**config.mk**
```make
export PLATFORM = sky130hd
export DESIGN_NAME = cpu_io_port_bridge_flat
export DESIGN_NICKNAME = d
export VERILOG_FILES = /design/src/rtl/cpu_io_port_bridge_if.sv /design/src/rtl/cpu_io_port_bridge.sv /design/src/flat_wrapper.sv
export SDC_FILE = /design/constraint.sdc
export NUM_CORES = 1
export LEC_CHECK = 0
export CAP_MARGIN = 20
export CORE_MARGIN = 2
export CORE_UTILIZATION = 60
export CTS_CLUSTER_SIZE = 30
export DETAILED_ROUTE_END_ITERATION = 8
export GPL_ROUTABILITY_DRIVEN = 0
export HOLD_SLACK_MARGIN = 0.1
export PLACE_DENSITY_LB_ADDON = 0.3
export SKIP_CTS_REPAIR_TIMING = 1
export SYNTH_ARGS = -nofsm -noshare
export SYNTH_HDL_FRONTEND = slang
export SYNTH_SLANG_ARGS = --single-unit
```
**constraint.sdc**
```tcl
create_clock -name i_clk -period 5.4 [get_ports i_clk]
set_input_delay 0.54 -clock i_clk [delete_from_list [all_inputs] [get_ports i_clk]]
set_output_delay 0.54 -clock i_clk [all_outputs]
set_load 0.02 [all_outputs]
```
**src/rtl/cpu_io_port_bridge_if.sv**
```systemverilog
// cpu_io_port_bridge_if: host handshake and CPU port signals of the CPU I/O bridge
interface cpu_io_port_bridge_if;
    logic [15:0] i_host_data;
    logic        i_host_valid;
    logic        o_host_ready;
    logic [15:0] o_host_rx_data;
    logic        o_host_rx_valid;
    logic        i_host_rx_ready;
    logic [15:0] i_output_port;
    logic [15:0] o_input_port;
    logic        o_interrupt;
    logic        o_overflow;
    logic        o_underflow;

    modport slave (
        input  i_host_data, i_host_valid, i_host_rx_ready, i_output_port,
        output o_host_ready, o_host_rx_data, o_host_rx_valid, o_input_port,
        o_interrupt, o_overflow, o_underflow
    );

    modport master (
        output i_host_data, i_host_valid, i_host_rx_ready, i_output_port,
        input  o_host_ready, o_host_rx_data, o_host_rx_valid, o_input_port,
        o_interrupt, o_overflow, o_underflow
    );
endinterface

```
**src/rtl/cpu_io_port_bridge.sv**
```systemverilog
// cpu_io_port_bridge: host<->CPU word bridge with input/output FIFOs, change-detected commands and interrupt pulses
module cpu_io_port_bridge #(
    parameter int IN_DEPTH  = 4,
    parameter int OUT_DEPTH = 4,
    parameter int INT_PULSE = 2,
    parameter int HOLDOFF   = 4
) (
    input logic i_clk,
    input logic i_reset,
    cpu_io_port_bridge_if.slave bus
);
    localparam int IAW  = $clog2(IN_DEPTH);
    localparam int OAW  = $clog2(OUT_DEPTH);
    localparam int CMAX = INT_PULSE > HOLDOFF ? INT_PULSE : HOLDOFF;
    localparam int CW   = $clog2(CMAX + 1);

    typedef enum logic [1:0] {S_IDLE, S_RAISE, S_WAIT_ACK, S_HOLDOFF} state_t;

    logic [15:0]  in_mem [IN_DEPTH];
    logic [IAW-1:0] in_wp, in_rp;
    logic [IAW:0] in_cnt;
    logic [12:0]  out_mem [OUT_DEPTH];
    logic [OAW-1:0] out_wp, out_rp;
    logic [OAW:0] out_cnt;
    logic [15:0]  r_prev;
    state_t       state;
    logic [CW-1:0] cnt;
    logic         irq, ovf, unf;

    logic       cmd, in_full, in_empty, out_full, out_empty;
    logic       in_push, in_pop, pop_cmd, clr_cmd, data_cmd, out_push, out_pop;
    logic [1:0] op;

    assign op        = bus.i_output_port[15:14];
    assign cmd       = bus.i_output_port != r_prev;
    assign in_full   = in_cnt == IN_DEPTH[IAW:0];
    assign in_empty  = in_cnt == '0;
    assign out_full  = out_cnt == OUT_DEPTH[OAW:0];
    assign out_empty = out_cnt == '0;
    assign pop_cmd   = cmd && op[1];
    assign clr_cmd   = cmd && op == 2'b11;
    assign data_cmd  = cmd && op == 2'b01;
    assign in_push   = bus.i_host_valid && !in_full;
    assign in_pop    = pop_cmd && !in_empty;
    assign out_push  = data_cmd && !out_full;
    assign out_pop   = !out_empty && bus.i_host_rx_ready;

    assign bus.o_host_ready    = !in_full;
    assign bus.o_input_port    = in_empty ? 16'h0000 : in_mem[in_rp];
    assign bus.o_host_rx_valid = !out_empty;
    assign bus.o_host_rx_data  = {3'b000, out_mem[out_rp]};
    assign bus.o_interrupt     = irq;
    assign bus.o_overflow      = ovf;
    assign bus.o_underflow     = unf;

    always_ff @(posedge i_clk) begin
        if (i_reset) begin
            in_wp   <= '0;
            in_rp   <= '0;
            in_cnt  <= '0;
            out_wp  <= '0;
            out_rp  <= '0;
            out_cnt <= '0;
            r_prev  <= 16'h0000;
            ovf     <= 1'b0;
            unf     <= 1'b0;
        end else begin
            if (in_push) begin
                in_mem[in_wp] <= bus.i_host_data;
                in_wp         <= in_wp + IAW'(1);
            end
            if (in_pop)
                in_rp <= in_rp + IAW'(1);
            in_cnt <= in_cnt + (IAW+1)'(in_push) - (IAW+1)'(in_pop);
            if (out_push) begin
                out_mem[out_wp] <= bus.i_output_port[12:0];
                out_wp          <= out_wp + OAW'(1);
            end
            if (out_pop)
                out_rp <= out_rp + OAW'(1);
            out_cnt <= out_cnt + (OAW+1)'(out_push) - (OAW+1)'(out_pop);
            if (cmd)
                r_prev <= bus.i_output_port;
            // clear wins over a set raised by the same command
            ovf <= clr_cmd ? 1'b0 : ovf | (data_cmd && out_full);
            unf <= clr_cmd ? 1'b0 : unf | (pop_cmd && in_empty);
        end
    end

    always_ff @(posedge i_clk) begin
        if (i_reset) begin
            state <= S_IDLE;
            cnt   <= '0;
            irq   <= 1'b0;
        end else begin
            case (state)
                S_IDLE:
                    if (!in_empty) begin
                        state <= S_RAISE;
                        cnt   <= CW'(INT_PULSE - 1);
                        irq   <= 1'b1;
                    end
                S_RAISE:
                    if (cnt == '0) begin
                        state <= S_WAIT_ACK;
                        irq   <= 1'b0;
                    end else
                        cnt <= cnt - CW'(1);
                S_WAIT_ACK:
                    if (pop_cmd) begin
                        state <= HOLDOFF == 0 ? S_IDLE : S_HOLDOFF;
                        cnt   <= CW'(HOLDOFF == 0 ? 0 : HOLDOFF - 1);
                    end
                S_HOLDOFF:
                    if (cnt == '0)
                        state <= S_IDLE;
                    else
                        cnt <= cnt - CW'(1);
                default: state <= S_IDLE;
            endcase
        end
    end
endmodule
```
**src/flat_wrapper.sv**
```systemverilog
// flat-port wrapper written by rule: the top's interface ports become plain ports
module cpu_io_port_bridge_flat 
#(
    parameter int IN_DEPTH  = 4,
    parameter int OUT_DEPTH = 4,
    parameter int INT_PULSE = 2,
    parameter int HOLDOFF   = 4
)
  (i_clk, i_reset, bus_i_host_data, bus_i_host_valid, bus_i_host_rx_ready, bus_i_output_port, bus_o_host_ready, bus_o_host_rx_data, bus_o_host_rx_valid, bus_o_input_port, bus_o_interrupt, bus_o_overflow, bus_o_underflow);
  cpu_io_port_bridge_if bus_i ();
  input logic i_clk;
  input logic i_reset;
  input wire logic [$bits(bus_i.i_host_data)-1:0] bus_i_host_data;
  input wire logic [$bits(bus_i.i_host_valid)-1:0] bus_i_host_valid;
  input wire logic [$bits(bus_i.i_host_rx_ready)-1:0] bus_i_host_rx_ready;
  input wire logic [$bits(bus_i.i_output_port)-1:0] bus_i_output_port;
  output wire logic [$bits(bus_i.o_host_ready)-1:0] bus_o_host_ready;
  output wire logic [$bits(bus_i.o_host_rx_data)-1:0] bus_o_host_rx_data;
  output wire logic [$bits(bus_i.o_host_rx_valid)-1:0] bus_o_host_rx_valid;
  output wire logic [$bits(bus_i.o_input_port)-1:0] bus_o_input_port;
  output wire logic [$bits(bus_i.o_interrupt)-1:0] bus_o_interrupt;
  output wire logic [$bits(bus_i.o_overflow)-1:0] bus_o_overflow;
  output wire logic [$bits(bus_i.o_underflow)-1:0] bus_o_underflow;
  assign bus_i.i_host_data = bus_i_host_data;
  assign bus_i.i_host_valid = bus_i_host_valid;
  assign bus_i.i_host_rx_ready = bus_i_host_rx_ready;
  assign bus_i.i_output_port = bus_i_output_port;
  assign bus_o_host_ready = bus_i.o_host_ready;
  assign bus_o_host_rx_data = bus_i.o_host_rx_data;
  assign bus_o_host_rx_valid = bus_i.o_host_rx_valid;
  assign bus_o_input_port = bus_i.o_input_port;
  assign bus_o_interrupt = bus_i.o_interrupt;
  assign bus_o_overflow = bus_i.o_overflow;
  assign bus_o_underflow = bus_i.o_underflow;
  cpu_io_port_bridge #(.IN_DEPTH(IN_DEPTH), .OUT_DEPTH(OUT_DEPTH), .INT_PULSE(INT_PULSE), .HOLDOFF(HOLDOFF)) u_core (.i_clk(i_clk), .i_reset(i_reset), .bus(bus_i));
endmodule
```
### Yosys cells after proc, flatten, opt, wreduce, memory -nomap -nowiden

Memories as Yosys holds them, arrays and structs flattened. A register that Yosys moved wholly into a read port is not among the register bits.
Index checks and enable logic that the tools add are counted.

* register bits: 38
* memory bits (writable): 116
* output and inout bits: 37
* word-level logic and storage cells: 84
* memories kept: 2

* add/subtract/negate cells: 9
* equal/unequal tests: 13
* mux-type cells: 23
* bitwise logic cells: 2
* reductions and logical operators: 23

Memories
* u_core.in_mem: words 4, width 16, rd ports 1, clocked after memory_dff 1, wr ports 1, line cpu_io_port_bridge.sv:19 `logic [15:0] in_mem [IN_DEPTH];`
* u_core.out_mem: words 4, width 13, rd ports 1, clocked after memory_dff 1, wr ports 1, line cpu_io_port_bridge.sv:22 `logic [12:0] out_mem [OUT_DEPTH];`

Operators by type and width (count)
* $mux W16: 1
* $mux W2: 8
* $ne A16 B16 Y1: 1
* $logic_and A1 B1 Y1: 9
* $logic_not A3 Y1: 3
* $mux W3: 3
* $pmux W3 S3: 1
* $add A2 B1 Y2 const B: 4
* $mux W1: 8
* $pmux W2 S4: 1
* $add A3 B1 Y3: 2
* $eq A2 B2 Y1 const B: 3
* $eq A3 B3 Y1 const B: 2
* $ne A2 B1 Y1 const B: 3
* $reduce_and A3 Y1: 2
* $sub A3 B1 Y3: 2
* $eq A2 B1 Y1 const B: 2
* $logic_not A1 Y1: 4
* $ne A2 B2 Y1 const B: 2
* $reduce_and A4 Y1: 1
* $reduce_or A2 Y1: 2
* $sub A3 B1 Y3 const B: 1
* $logic_not A2 Y1: 1
* $or A1 B1 Y1: 2
* 2 further kinds: 2

### Longest topological paths before layout

Gate-level depths: netlist of run 1.

* depth in word-level cells: 6
* depth in mapped cells: 12
* mapped depth without buffers: 11

### Least setup slack after synthesis of run 1

OpenSTA, ideal clock, no wires.

* path kind: input to register
* start: input bus_i_output_port[11]
* end: register u_core.in_cnt[2]
* setup time: 0.128 ns
* arrival: 2.583 ns
* data required time: 5.272 ns
* setup slack: 2.689 ns
* stages: 12
* buffers on the path: 1
* cells stage by stage: xor2_1 nor4_2 a41o_1 buf_6 nor2_1 ha_1 inv_1 ha_1 fa_1 xnor2_1 xnor2_1 nor2_1

* longest elaborated chain between the ends: 4

RTL lines
* from (decl): line flat_wrapper.sv:16 `input wire logic [$bits(bus_i.i_output_port)-1:0] bus_i_output_port;`
* $ne A16 B16 Y1: line cpu_io_port_bridge.sv:35 `assign cmd = bus.i_output_port != r_prev;`
* $logic_and A1 B1 Y1: line cpu_io_port_bridge.sv:40 `assign pop_cmd = cmd && op[1];`
* $logic_and A1 B1 Y1: line cpu_io_port_bridge.sv:44 `assign in_pop = pop_cmd && !in_empty;`
* named net u_core.in_pop: line cpu_io_port_bridge.sv:31 `logic in_push, in_pop, pop_cmd, clr_cmd, data_cmd, out_push, out_pop;`
* $sub A3 B1 Y3: line cpu_io_port_bridge.sv:74 `in_cnt <= in_cnt + (IAW+1)'(in_push) - (IAW+1)'(in_pop);`
* to (signal assigned): line cpu_io_port_bridge.sv:74
* to (decl): line cpu_io_port_bridge.sv:21 `logic [IAW:0] in_cnt;`

The timed path passes the listed nets, and every way through them passes these cells.
A chain may end at the register's enable or synchronous reset.

==> results.yml, run 1 <==
outcome:
  status: "finished clean"
logic_synthesis:
  netlist_area_mm2: 0.00635
  synth.avg_cell_area_um2: 16.4
  synth-simple-area-share_pct: 8.36
  synth_xor_area_share_pct: 3.17
  yosys.area.top_type: "edfxtp_1"
  synth.distinct_cells: 41
  ys_seq_area_share_pct: 68.1
  synth-adder-area-share_pct: 4.18
  synth.top_cell.area_share_pct: 54.9
  ys_ff_latch: 158
  synth_top_cells_by_area: "edfxtp_1 55%, dfxtp_1 13%, mux4_2 10%"
  synth_top_family_by_area: "multiplexers"
  synthTopCellsByCount: "116 x edfxtp_1, 42 x dfxtp_1, 29 x mux4_2, 22 x and2_1, 21 x nor2_1"
  yosysWarnings: 0
  ys.flop_type: "edfxtp_1"
  async_reset_ff_share_pct: 0
  muxShareOfSynthArea_pct: 11.0
  yosysMostFrequentCell: "edfxtp_1"
  synth_edf_count: 116
  synthCells: 388
  synth_compound_area_share_pct: 2.42
drt:
  ant_nets: 0
  via_per_inst: 5.49
  routed_wl_mm: 11.1
  firstDrtPassIters: 4
  drc: 0
  dr.first_iter.drc_count: 169
  vias: 3355
  wire_per_inst_um: 18.2
timing:
  min_period_over_period_pct: 58.6
  relSlewSlack_pct: 39.6
  hold_viol_final: 0
  rsz0062_at_grt: "false"
  setup_viol: 0
  setup-tns-final_ns: 0
  max_freq_mhz: 316
  fin_crit_ns: 3.17
  worst_slew_pin_slew_ns: 0.905
  skew_ns: 0.00596
  drv_slew: 0
  layout_setup_ws_ns: 2.23
die:
  start_util_pct: 61.8
  core_mm2: 0.0103
  fp.dieH_um: 107
  num_rows: 37
  dieArea_mm2: 0.0114
  die_width_um: 107
  io-pin-count: 73
layout:
  syn_to_final_growth_pct: 21.7
  nets: 518
  n_antenna_cell: 0
  drive_above_1_share_pct: 13.9
  stdcell_area_mm2: 0.00772
  stdcell_count: 611
global_routing:
  grt_max_degree: 24
  antenna_found_initial: 0
  grt_pass1_vias: 3521
  grt_first_pass_wirelength_mm: 17.6
  grt.total_usage_pct: 21.0
  grt-ovfl-total: 0
critical_path:
  slowest_delay_ns: 0.91
  ff2ff_path_depth: 11
  crit_fanout: 13
  worstPathArrival_ns: 2.63
  crit_chain: "mux4_2, clkdlybuf4s50_1"
  crit_required_ns: 4.86
  rr_endpoint: "u_core.in_cnt[2]"
  reg2reg_setup_slack_ns: 2.50
  critPathLaunchType: "flop"
  worstSetupPathType: "reg2out"
  end_kind: "primary output"
  critPathSlowestCell: "dfxtp_1"
  crit_family: "flip-flops"
  cp.buffers_inverters: 1
  r2r-start: "u_core.r_prev[7]"
hold_path:
  worstHoldStart: "u_core.cnt[1]"
  hp-class: "reg2reg"
  holdPathEnd: "u_core.cnt[1]"
  hold_depth: 2
cts:
  cts_tree: "built"
  clk_pin_slew_ns: 0.06
  numCtsBuffers: 17
  clock_sinks: 158
  root_buffer: "clkbuf_8"
  cts_max_level: 4
  clock_latency_ns: 0.52
  clockBufferDepth: 2
run:
  cap_violations: 0
placement:
  pre_cts_slack_ns: 1.78
  place_area_mm2: 0.00713
  dp_hpwl_mm: 7.13
  dp_cells: 578
  port_buffers: 69
power_and_ir_drop:
  powerDensity_mw_per_mm2: 475
  ir_worst_vdd_uv: 295
  cellLeakagePower_nw: 2.72
  power.total_mw: 3.67
-- power breakdown --
group	switching, mW	internal [mW]	total, mW
Sequential	0.101	1.41	1.51
Clock	0.441	0.700	1.14
Combinational	0.491	0.525	1.02
-- cell type report --
| class | instances | area, µm² |
|---|---|---|
| sequential | 158 | 4320 |
| fill | 615 | 2550 |
| multi-input combinational | 195 | 1860 |
| timing repair buffer | 71 | 726 |
| clock buffer | 20 | 425 |
| tap | 136 | 170 |
| clock inverter | 12 | 144 |
| inverter | 19 | 71.3 |
-- per-stage QoR --
step / util (%) / hold WS [ns]
CTS: 74.9 / 0.475
floorplan: - / 0.435
global placement: 69.3 / 0.447
finish: 75.1 / 0.470
global route: 75.1 / 0.503
detailed placement: 69.3 / 0.466
-- logic make-up after synthesis --
logic type | Yosys count
muxes | 33
DFF | 158
xor gates and xnor gates | 23
and+or+nand+nor | 93
buffers and inverters | 37
adders and majority gates | 20
AOI/OAI and AO/OA | 23
other | 1
-- worst min-delay path, cell delays in order (launching register included) --
cell and delay [ns]:
dfxtp_1 0.31, nand2_1 0.06, mux2i_1 0.06
-- layout by cell type (no fill, tap or decap), types with 2 or more instances in the layout --
master and instances:
edfxtp_1 116, a21oi_1 9, clkbuf_16 16, and3_1 5, clkinv_2 5, bufinv_16 3
xor2_1 18, nand3_1 2, fa_1 2, mux2i_1 2, inv_1 19, conb_1 3
nor2_1 21, dfxtp_1 42, and2_1 22, o21ai_0 5, ha_1 18, xnor2_1 5
nor3_1 2, nor4_2 4, or3_1 3, nand2_1 9, clkdlybuf4s50_1 69, nor2b_1 18
nand4_1 2, mux4_2 29, clkbuf_1 3, nand2b_1 2
-- flip-flops by register name (all words and copies together) (netlist names), 3 cells and up, named ones only --
name            cells
u_core.in_mem      64
u_core.out_mem     52
u_core.r_prev      16
u_core.cnt          3
u_core.in_cnt       3
u_core.out_cnt      3
-- routing by layer --
metal	wire length (µm)	track usage [%]	share of wire, %	up-vias
met5	0	0	0	-
met4	216	9.46	1.9	0
met3	474	4.38	4.3	18
met2	5850	35.2	53	84
met1	4560	26.6	41	1684
li1	-	-	-	1569
-- how the worst max path moves through the flow --
stage,startpoint,to,depth (start not counted)
after floorplan,bus_i_output_port[11],u_core.in_cnt[2],12
after global placement,bus_i_output_port[7],u_core.in_cnt[2],12
after detailed placement,bus_i_output_port[7],u_core.in_cnt[2],12
after CTS,flop,bus_o_input_port[10],3
after global routing,flop,bus_o_host_rx_data[10],2
final,flop,bus_o_host_rx_data[10],2
Note: power is estimated with default switching activity, not from simulation.
==> inputs of run 2 (changes only) <==
CORE_UTILIZATION = 56   (was 60)
clock period = 3.04 ns   (was 5.4 ns; I/O delays follow)
==> results.yml, run 2 (synthesized netlist as in run 1, its figures left out) <==
drt:
  routed_wl_mm: 11.9
  wl_met2_mm: 6.10
  firstDrtPassIters: 5
  drc: 0
  maxUsedRoutingLayer: "met4"
  vias: 3494
  wire_per_inst_um: 18.7
  dr.first_iter.drc_count: 204
  met3WireLength_um: 537
  ant_nets: 0
  wl_met1_mm: 4.96
  via_per_inst: 5.49
power_and_ir_drop:
  powerDensity_mw_per_mm2: 838
  power.total_mw: 6.62
  ir_worst_vdd_uv: 451
  cellLeakagePower_nw: 2.84
timing:
  hold_viol_final: 0
  relSlewSlack_pct: 45.4
  worst_slew_pin_slew_ns: 0.819
  setup-tns-final_ns: 0
  rsz0062_at_grt: "false"
  drv_slew: 0
  min_period_over_period_pct: 88.3
  skew_ns: 0.00673
  fin_crit_ns: 2.68
  layout_setup_ws_ns: 0.356
  setup_viol: 0
  max_freq_mhz: 373
layout:
  layout_common_cells: "116 x edfxtp_1, 69 x clkdlybuf4s50_1, 42 x dfxtp_1"
  largest_reg_flops: 64
  nets: 539
  drive_above_1_share_pct: 18.1
  syn_to_final_growth_pct: 24.5
  n_antenna_cell: 0
  final_common_cell: "edfxtp_1"
  reg_top3: "u_core.in_mem (64), u_core.out_mem (52), u_core.r_prev (16)"
  regMostFlops: "u_core.in_mem"
  stdcell_area_mm2: 0.00790
critical_path:
  worstSetupPathType: "in2reg"
  critPathSlowestCell: "clkdlybuf4s50_1"
  crit_required_ns: 3.33
  slowest_delay_ns: 0.44
  crit_chain: "clkdlybuf4s50_1, xor2_1, nor4_2, buf_4, a41o_1, nor2_1, ha_1, inv_1, ha_1, fa_1, xnor2_1, xnor2_1, nor2_1"
  critPathLaunchType: "input pin"
  end_kind: "flop"
  crit_family: "adder cells"
  cp.buffers_inverters: 3
  crit_fanout: 3
  worstPathArrival_ns: 2.98
placement:
  dp_hpwl_mm: 7.41
  pre_cts_slack_ns: -0.0470
  place_area_mm2: 0.00730
  port_buffers: 69
global_routing:
  grt_first_pass_wirelength_mm: 19.0
  grt_max_degree: 41
  grt_pass1_vias: 3759
  antenna_found_initial: 0
  grt.total_usage_pct: 20.4
  grt-ovfl-total: 0
die:
  fp.dieH_um: 110
  num_rows: 38
  start_util_pct: 58.0
  io-pin-count: 73
  die_width_um: 110
  core_mm2: 0.0109
  dieArea_mm2: 0.0122
outcome:
  status: "finished clean"
cts:
  root_buffer: "clkbuf_16"
  clock_latency_ns: 0.41
  numCtsBuffers: 17
  clock_sinks: 158
  clockBufferDepth: 2
  cts_tree: "built"
  clk_pin_slew_ns: 0.06
  cts_max_level: 4
hold_path:
  hp-class: "reg2reg"
run:
  cap_violations: 0
[run 2: changes by cell type in the layout (fill, tap and decap cells not counted)]
cell       previous run  this run
buf_4                 1        23
clkinv_2              5         1
clkbuf_1              3         0
clkbuf_8              1         4
bufinv_16             3         1
clkbuf_16            16        18
clkinv_4              1         3
inv_6                 1         3
buf_16                1         0
[run 2: where the power goes]
part / internal (mW) / switching, mW / total, mW
sequential: 2.50 / 0.122 / 2.62
clock: 1.27 / 0.823 / 2.09
combinational: 0.944 / 0.959 / 1.90
[run 2: cell type report]
| class | count | area (µm²) |
|---|---|---|
| well taps | 140 | 175 |
| repair buffers | 92 | 863 |
| flip-flops and latches | 158 | 4320 |
| multi-input cells | 195 | 1860 |
| clock inverters | 10 | 98.8 |
| inverters | 19 | 71.3 |
| clock buffers | 22 | 505 |
| fillers | 704 | 3040 |
[run 2: stage by stage]
step	hold WS, ns	instances	util (%)
2_1_floorplan	0.403	390	-
3_3_place_gp	0.445	604	66.7
3_5_place_dp	0.462	604	66.7
4_1_cts	0.487	636	72.2
5_1_grt	0.512	636	72.2
6_report	0.489	636	72.2
[run 2: worst paths after layout]
kind                                      startpoint          endpoint  slack [ns]  cells past startpoint
worst max-delay path            bus_i_output_port[5]  u_core.in_cnt[2]        0.36                     13
worst min-delay path                 u_core.in_rp[1]              flop        0.49                      2
worst max register to register      u_core.r_prev[5]  u_core.in_cnt[2]        0.38                     12
worst min register to register       u_core.in_rp[1]              flop        0.49                      2
[run 2: worst reg2reg max path: stages (launching register included)]
cell and delay (ns):
dfxtp_1 0.31, xor2_1 0.16, nor4_2 0.33, buf_4 0.18
a41o_1 0.19, nor2_1 0.07, ha_1 0.31, inv_1 0.04
ha_1 0.18, fa_1 0.38, xnor2_1 0.18, xnor2_1 0.15
nor2_1 0.06
[run 2: metal layers]
metal / track usage (%) / vias to the layer above
met4: 8.25 / 0
met3: 6.64 / 24
met5: 0 / -
li1: - / 1613
met2: 34.2 / 101
met1: 24.6 / 1756
